===== config.mk =====
export PLATFORM = sky130hd
export DESIGN_NAME = fetch_unit
export DESIGN_NICKNAME = d
export VERILOG_FILES = /design/src/rtl/fetch_unit.sv
export SDC_FILE = /design/constraint.sdc
export NUM_CORES = 1
export LEC_CHECK = 0
export CELL_PAD_IN_SITES_DETAIL_PLACEMENT = 1
export CELL_PAD_IN_SITES_GLOBAL_PLACEMENT = 2
export CORE_ASPECT_RATIO = 0.75
export CORE_MARGIN = 1.5
export CORE_UTILIZATION = 44
export CTS_BUF_LIST = sky130_fd_sc_hd__clkbuf_8
export CTS_CLUSTER_SIZE = 28
export DETAILED_ROUTE_END_ITERATION = 7
export HOLD_SLACK_MARGIN = 0.05
export PLACE_DENSITY = 0.95
export SYNTH_ARGS = -nofsm -noshare
export SYNTH_HDL_FRONTEND = slang
export SYNTH_SLANG_ARGS = --single-unit

===== constraint.sdc =====
create_clock -name clk -period 6.4 [get_ports clk]
set_input_delay 1.28 -clock clk [delete_from_list [all_inputs] [get_ports clk]]
set_output_delay 1.28 -clock clk [all_outputs]
set_load 0.05 [all_outputs]

===== src/rtl/fetch_unit.sv =====
// fetch_unit: credit-limited in-order instruction fetch with a response FIFO and single-cycle redirect flush.
// Optional feature macro FETCH_ALIGN_CHECK_EN: flag misaligned redirect targets and stall fetch until realigned.
module fetch_unit #(
    parameter logic [31:0] RESET_PC = 32'h0000_0000,
    parameter int          DEPTH    = 4
) (
    input  logic        clk,
    input  logic        rst,
    output logic        imem_req_valid,
    output logic [31:0] imem_req_addr,
    input  logic        imem_req_ready,
    input  logic        imem_rsp_valid,
    input  logic [31:0] imem_rsp_data,
    input  logic        redirect_valid,
    input  logic [31:0] redirect_pc,
    output logic        id_valid,
    input  logic        id_ready,
    output logic [31:0] id_instr,
    output logic [31:0] id_pc,
    output logic [6:0]  id_opcode,
    output logic [2:0]  id_funct3,
    output logic [6:0]  id_funct7,
    output logic        fetch_misalign
);
    localparam int AW = $clog2(DEPTH);
    localparam int CW = AW + 1;
    localparam logic [CW:0] DEPTH_W = (CW + 1)'(DEPTH);

    typedef enum logic [1:0] {BOOT, RUN, FLUSH} state_t;

    state_t        state_reg;
    logic [31:0]   fetch_pc_reg;
    logic [31:0]   rsp_pc_reg;
    logic [CW-1:0] inflight_reg;
    logic [CW-1:0] discard_reg;
    logic [CW-1:0] count_reg;
    logic [AW-1:0] wr_ptr_reg;
    logic [AW-1:0] rd_ptr_reg;
    logic          misalign_reg;
    logic [31:0]   pc_mem [DEPTH];
    logic [31:0]   instr_mem [DEPTH];

    logic [31:0]   target_pc;
    logic          target_misaligned;
    logic          pop;
    logic          push;
    logic          accept;
    logic [CW:0]   credit_used;
    logic [CW-1:0] inflight_dec;

`ifdef FETCH_ALIGN_CHECK_EN
    assign target_pc         = redirect_pc;
    assign target_misaligned = |redirect_pc[1:0];
`else
    logic unused_low_bits;
    assign unused_low_bits   = &{1'b0, redirect_pc[1:0]};
    assign target_pc         = {redirect_pc[31:2], 2'b00};
    assign target_misaligned = 1'b0;
`endif

    assign id_valid     = (count_reg != '0);
    assign pop          = id_valid && id_ready;
    // Slots already promised (buffered + outstanding) minus the one leaving this cycle.
    assign credit_used  = {1'b0, count_reg} + {1'b0, inflight_reg} - (CW + 1)'(pop);
    assign inflight_dec = inflight_reg - CW'(imem_rsp_valid);

    assign imem_req_valid = (state_reg != BOOT) && !redirect_valid && !misalign_reg
                            && (credit_used < DEPTH_W);
    assign imem_req_addr  = fetch_pc_reg;
    assign accept         = imem_req_valid && imem_req_ready;
    assign push           = imem_rsp_valid && !redirect_valid && (discard_reg == '0);

    assign id_instr       = instr_mem[rd_ptr_reg];
    assign id_pc          = pc_mem[rd_ptr_reg];
    assign id_opcode      = id_instr[6:0];
    assign id_funct3      = id_instr[14:12];
    assign id_funct7      = id_instr[31:25];
    assign fetch_misalign = misalign_reg;

    always_ff @(posedge clk) begin
        if (push) begin
            pc_mem[wr_ptr_reg]    <= rsp_pc_reg;
            instr_mem[wr_ptr_reg] <= imem_rsp_data;
        end
    end

    always_ff @(posedge clk) begin
        if (rst) begin
            state_reg    <= BOOT;
            fetch_pc_reg <= RESET_PC;
            rsp_pc_reg   <= RESET_PC;
            inflight_reg <= '0;
            discard_reg  <= '0;
            count_reg    <= '0;
            wr_ptr_reg   <= '0;
            rd_ptr_reg   <= '0;
            misalign_reg <= 1'b0;
        end else if (redirect_valid) begin
            // Everything still outstanding belongs to the old path and must be dropped.
            fetch_pc_reg <= target_pc;
            rsp_pc_reg   <= target_pc;
            inflight_reg <= inflight_dec;
            discard_reg  <= inflight_dec;
            count_reg    <= '0;
            wr_ptr_reg   <= '0;
            rd_ptr_reg   <= '0;
            misalign_reg <= target_misaligned;
            state_reg    <= (inflight_dec != '0) ? FLUSH : RUN;
        end else begin
            if (accept) begin
                fetch_pc_reg <= fetch_pc_reg + 32'd4;
            end
            inflight_reg <= inflight_reg + CW'(accept) - CW'(imem_rsp_valid);
            if (imem_rsp_valid) begin
                if (discard_reg != '0) begin
                    discard_reg <= discard_reg - CW'(1);
                end else begin
                    rsp_pc_reg <= rsp_pc_reg + 32'd4;
                end
            end
            if (push) begin
                wr_ptr_reg <= wr_ptr_reg + AW'(1);
            end
            if (pop) begin
                rd_ptr_reg <= rd_ptr_reg + AW'(1);
            end
            count_reg <= count_reg + CW'(push) - CW'(pop);
            case (state_reg)
                BOOT: state_reg <= RUN;
                FLUSH: begin
                    if ((discard_reg == CW'(1) && imem_rsp_valid) || discard_reg == '0) begin
                        state_reg <= RUN;
                    end
                end
                default: state_reg <= RUN;
            endcase
        end
    end
endmodule


# --- Yosys cells after proc, flatten, opt, wreduce, memory -nomap -nowiden ---
# Memories as Yosys holds them, arrays and structs flattened. A register that Yosys moved wholly into a read port is not among the register bits.
# Index checks and enable logic that the tools add are counted.
op_classes:
  addsub: 12
  n_lt_le_gt_ge: 1
  eq_ne: 4
  mux: 19
  n_bitwise: 1
  n_reduce_logical: 21
ops:
  columns: ["cell", "n"]
  rows:
  - ["2-to-1 mux 32 bit", 5]
  - ["adder 32 x 3 -> 32 bit (second input constant)", 2]
  - ["2-to-1 mux 2 bit", 8]
  - ["2-to-1 mux 3 bit", 4]
  - ["nonzero test 3 bit", 3]
  - ["subtractor 3 x 1 -> 3 bit", 3]
  - ["nonzero test 2 bit", 4]
  - ["logical AND 1 bit", 7]
  - ["adder 3 x 1 -> 3 bit", 2]
  - ["AND reduction 2 bit", 3]
  - ["adder 2 x 1 -> 2 bit (second input constant)", 2]
  - ["adder 3 x 3 -> 4 bit", 1]
  - ["less-than comparator 4 x 3 -> 1 bit (second input constant)", 1]
  - ["subtractor 4 x 1 -> 4 bit", 1]
  - ["equality test 3 x 1 -> 1 bit (second input constant)", 1]
  - ["logical NOT 3 bit", 1]
  - ["inequality test 3 bit (second input constant)", 1]
  - ["subtractor 3 x 1 -> 3 bit (second input constant)", 1]
  - ["equality test 2 bit (second input constant)", 1]
  - ["2-to-1 mux 1 bit", 2]
  - ["inequality test 2 bit (second input constant)", 1]
  - ["OR reduction 2 bit", 1]
  - ["logical NOT 1 bit", 1]
  - ["logical OR 1 bit", 1]
  - ["NOT 1 bit", 1]
word_totals:
  regBits: 79
  mem_bits_rw: 256
  output_inout_bits: 116
  n_memories: 2
memory_table:
  columns: ["name", "words", "word_bits", "rd", "rd_ports_with_merged_regs", "write_ports", "line_no", "source"]
  rows:
  - ["instr_mem", 4, 32, 1, 1, 1, "41", "logic [31:0] instr_mem [DEPTH];"]
  - ["pc_mem", 4, 32, 1, 1, 1, "40", "logic [31:0] pc_mem [DEPTH];"]

# --- Depth between registers and ports, before layout ---
logic_depth:
  depth_word: 9
  ltp_mapped: 18
  ltp_nobuf: 17

# --- Worst setup path before layout ---
# No wires, ideal clock.
synth_timing:
  path_type: "input port to output port"
  start: "in id_ready"
  end: "out imem_req_valid"
  t_arrival_ns: 3.045
  required_time_ns: 5.120
  slack_ns: 2.075
  stages: 9
  path_buffers: 2
  cell_sequence: "and2_1 ha_1 inv_1 ha_1 and3b_1 nor4_4 buf_4 buf_4 o221a_2"
synth_between:
  elab_chain_cells: 4
synth_rtl:
  columns: ["element", "line_no", "source"]
  rows:
  - ["from (decl)", "17", "input logic id_ready,"]
  - ["logical AND 1 bit", "62", "assign pop = id_valid && id_ready;"]
  - ["subtractor 4 x 1 -> 4 bit", "64", "assign credit_used = {1'b0, count_reg} + {1'b0, inflight_reg} - (CW + 1)'(pop);"]
  - ["less-than comparator 4 x 3 -> 1 bit", "68", "&& (credit_used < DEPTH_W);"]
  - ["logical AND 1 bit", "68", null]
  - ["to (decl)", "9", "output logic imem_req_valid,"]
# No other way between the ends.

# --- Worst setup path after layout ---
layout_timing:
  start: "in id_ready"
  end: "out imem_req_valid"
layout_between:
  elab_chain_cells: 4
layout_rtl:
  columns: ["element", "line_no", "source"]
  rows:
  - ["logical AND 1 bit", "62", null]
  - ["named net pop", "45", "logic pop;"]
  - ["subtractor 4 x 1 -> 4 bit", "64", null]
  - ["less-than comparator 4 x 3 -> 1 bit", "68", null]
  - ["logical AND 1 bit", "68", null]
# The timed path passes the listed nets, and every way through them passes these cells.

==> results_dict.tcl <==
set metrics [dict create \
    ir_drop_mv 0.181 \
    largest_reg_flops 128 \
    drt-total-wl_um 32700 \
    start_kind "primary input" \
    drt_first_pass_iters 5 \
    via_per_inst 5.38 \
    crit_arrival_ps 3910 \
    grt_pass1_wl_um 49900 \
    post_cts_resized 0 \
    cp_data_required_time_ps 5120 \
    yosys.cell_types.count 62 \
    grt-ovfl-total 0 \
    synth_cells 859 \
    fin_nets 1140 \
    critical_path_depth 9 \
    hpwl_um 22100 \
    criticalPathCategory "primary input to primary output" \
    cpLargestDelayFamily "buffers and inverters" \
    synth-seq-cells 325 \
    r2r_end "inflight_reg[2]" \
    finalSetupViolations 0 \
    synthTopCellsByArea "edfxtp_1 55%, dfxtp_1 11%, mux4_2 10%, xor2_1 2.6%, ha_1 1.8%" \
    crit_slowest_cell "clkdlybuf4s50_1" \
    layout_min_cycle_time_ps 5190 \
    whs_path_depth 0 \
    coreArea_um2 30300 \
    slew-limit-headroom_pct 43.3 \
    whs_endpoint "pc_mem[3][31]" \
    tightest_slew_ps 850 \
    largestRegisters "instr_mem x128, pc_mem x120" \
    critPathBufInv 3 \
    area_delta_synth_final_pct 22.4 \
    routabilityCongestion 0.762 \
    clk_path_buf_depth 3 \
    die-area_um2 31900 \
    critPathCaptureType "primary output" \
    final_max_slew_viol_count 0 \
    fin_setup_tns_ps 0 \
    hp-class "flip-flop to flip-flop" \
    wl_met2_um 15400 \
    cts_root_buf "clkbuf_8" \
    top_register "instr_mem" \
    drc_errors 0 \
    antenna_found_initial 0 \
    cts.sinks 325 \
    die_h_um 155 \
    grt_pass1_vias 8512 \
    synthMostInstantiatedCell "edfxtp_1" \
    yosysSeqAreaShare_pct 66.3 \
    async_flop_share_pct 0 \
    grt_max_degree 59 \
    synth_largest_area_cell "edfxtp_1" \
    drive_above_1_share_pct 15.6 \
    vias 8006 \
    clk_pin_slew_ps 60 \
    met3_length_um 1910 \
    crit_fanout 4 \
    grt_setup_unrepaired "no" \
    fmax_mhz 193 \
    hold_buffers 0 \
    maxCapViolCount 0 \
    syn_avg_cell_area_um2 15.8 \
    cts_buffers 50 \
    cts_tree "built" \
    fin_worst_skew_ps 35.5 \
    finalHoldViolCount 0 \
    grt_usage_pct 20.8 \
    met1Wirelength_um 14600 \
    wl_per_cell_um 22.0 \
    ys.flop_type "edfxtp_1" \
    status "completed" \
    post-cts-setup-buffers 0 \
    drtIter0Drc 416 \
    slowest_delay_ps 810 \
    yosysWarningCount 0 \
    detail-route-antenna-nets 0 \
    reg2reg_depth 18 \
    antenna_cells 0 \
    worstHoldStart "rsp_pc_reg[31]" \
    ios 186 \
    cp_cell_sequence "clkdlybuf4s50_1 > and2_1 > ha_1 > inv_1 > ha_1 > and3b_1 > nor4_4 > o221a_2 > clkdlybuf4s50_1" \
    place_area_um2 15700 \
    synth_edf_count 248 \
    synth_top_area_share_pct 54.9 \
    power.leakage_nw 5.65 \
    syn-cell-area_um2 13600 \
    cp-startpoint "id_ready" \
    die_x_um 206 \
    netlist_top_cells_count "248 x edfxtp_1, 77 x dfxtp_1, 62 x mux4_2, 51 x inv_1, 41 x xor2_1" \
    fin_area_um2 16600 \
    clk_latency_ps 590 \
    fp-row-count 55 \
    timing.rr.start "count_reg[1]" \
    highest_layer "met4" \
    fin_crit_sh_pct 81.1 \
    initial_core_util_pct 44.8 \
    portBuffers 178 \
    reg2reg_slack_ps 2280 \
    power_density_nw_per_um2 285 \
    ctsHtreeMaxLevel 2 \
]
layout make-up:
| type | instances | area (um^2) |
|---|---|---|
| fill | 2924 | 13700 |
| sequential | 325 | 8990 |
| multi-input combinational | 426 | 4070 |
| timing repair buffer | 194 | 1900 |
| clock buffer | 58 | 798 |
| tap | 399 | 499 |
| inverter | 51 | 191 |
| clock inverter | 34 | 154 |
cells in the final DEF, fill, tap and decap left out, drive strengths merged, types with 6 or more instances in the layout:
cell	Yosys	layout
nor2	27	27
buf	37	17
edfxtp	248	248
clkinv	0	14
and3	8	8
clkbuf	24	58
nand3	16	16
o2111ai	12	12
o21a	10	10
inv	51	71
ha	20	20
o31a	9	9
and2	9	9
mux4	62	62
clkdlybuf4s50	0	177
xnor2	12	12
a21boi	40	40
o21ai	9	9
xor2	41	41
and4	6	6
nand4	15	15
nor3	15	15
nor4	8	8
dfxtp	77	77
a21oi	37	37
nand2	24	24
worst max-delay path by stage:
stage,end,slack (ps)
after floorplan,imem_req_valid,2070
after global placement,imem_req_valid,1210
after detailed placement,imem_req_valid,1210
after CTS,imem_req_valid,1200
after global routing,imem_req_valid,1070
final,imem_req_valid,1210
cell families after synthesis:
group / count (synthesis) / share of synthesized area [%]
AO/OA/AOI/OAI: 135 / 7.07
XOR/XNOR: 53 / 3.42
adder cells (fa/ha/maj): 22 / 2.14
buffers and inverters: 112 / 3.86
flip-flops: 325 / 66.3
multiplexers: 65 / 10.5
other: 1 / 0.0276
AND/OR/NAND/NOR: 146 / 6.70
layer usage:
metal | vias up | GRT usage [%]
met4 | 0 | 6.40
li1 | 3669 | -
met2 | 217 | 33.4
met5 | - | 0
met3 | 52 | 4.57
met1 | 4068 | 28.5
report_power, final:
group	internal [mW]	switching (mW)
sequential	2.35	0.0697
combinational	0.251	0.429
clock	0.831	0.797
total	3.43	1.30
worst reg2reg max path, stage by stage, from the launching register on:
cell and delay, ps:
dfxtp_1 340, or3_1 400, and2_1 230, ha_1 190, inv_1 50, ha_1 210
and3b_1 200, nor4_4 240, buf_4 300, o21ai_2 180, nand2b_1 190, ha_1 290
inv_1 40, ha_1 180, fa_1 380, xor2_1 170, o21ai_0 190, xnor2_1 150
nor2_1 50
through the flow:
stage | setup WS, ps | hold WS (ps) | utilization [%] | std cells | power, mW
6_report | 1210 | 526 | 54.8 | 1487 | 4.73
5_1_grt | 1070 | 535 | 54.8 | 1487 | 4.90
4_1_cts | 1200 | 520 | 54.8 | 1487 | 4.78
3_5_place_dp | 1210 | 543 | 51.7 | 1395 | 3.15
3_3_place_gp | 1210 | 509 | 51.7 | 1395 | 3.12
2_1_floorplan | 2070 | 458 | - | 863 | 2.91
Power figures use the tool's default switching activity.
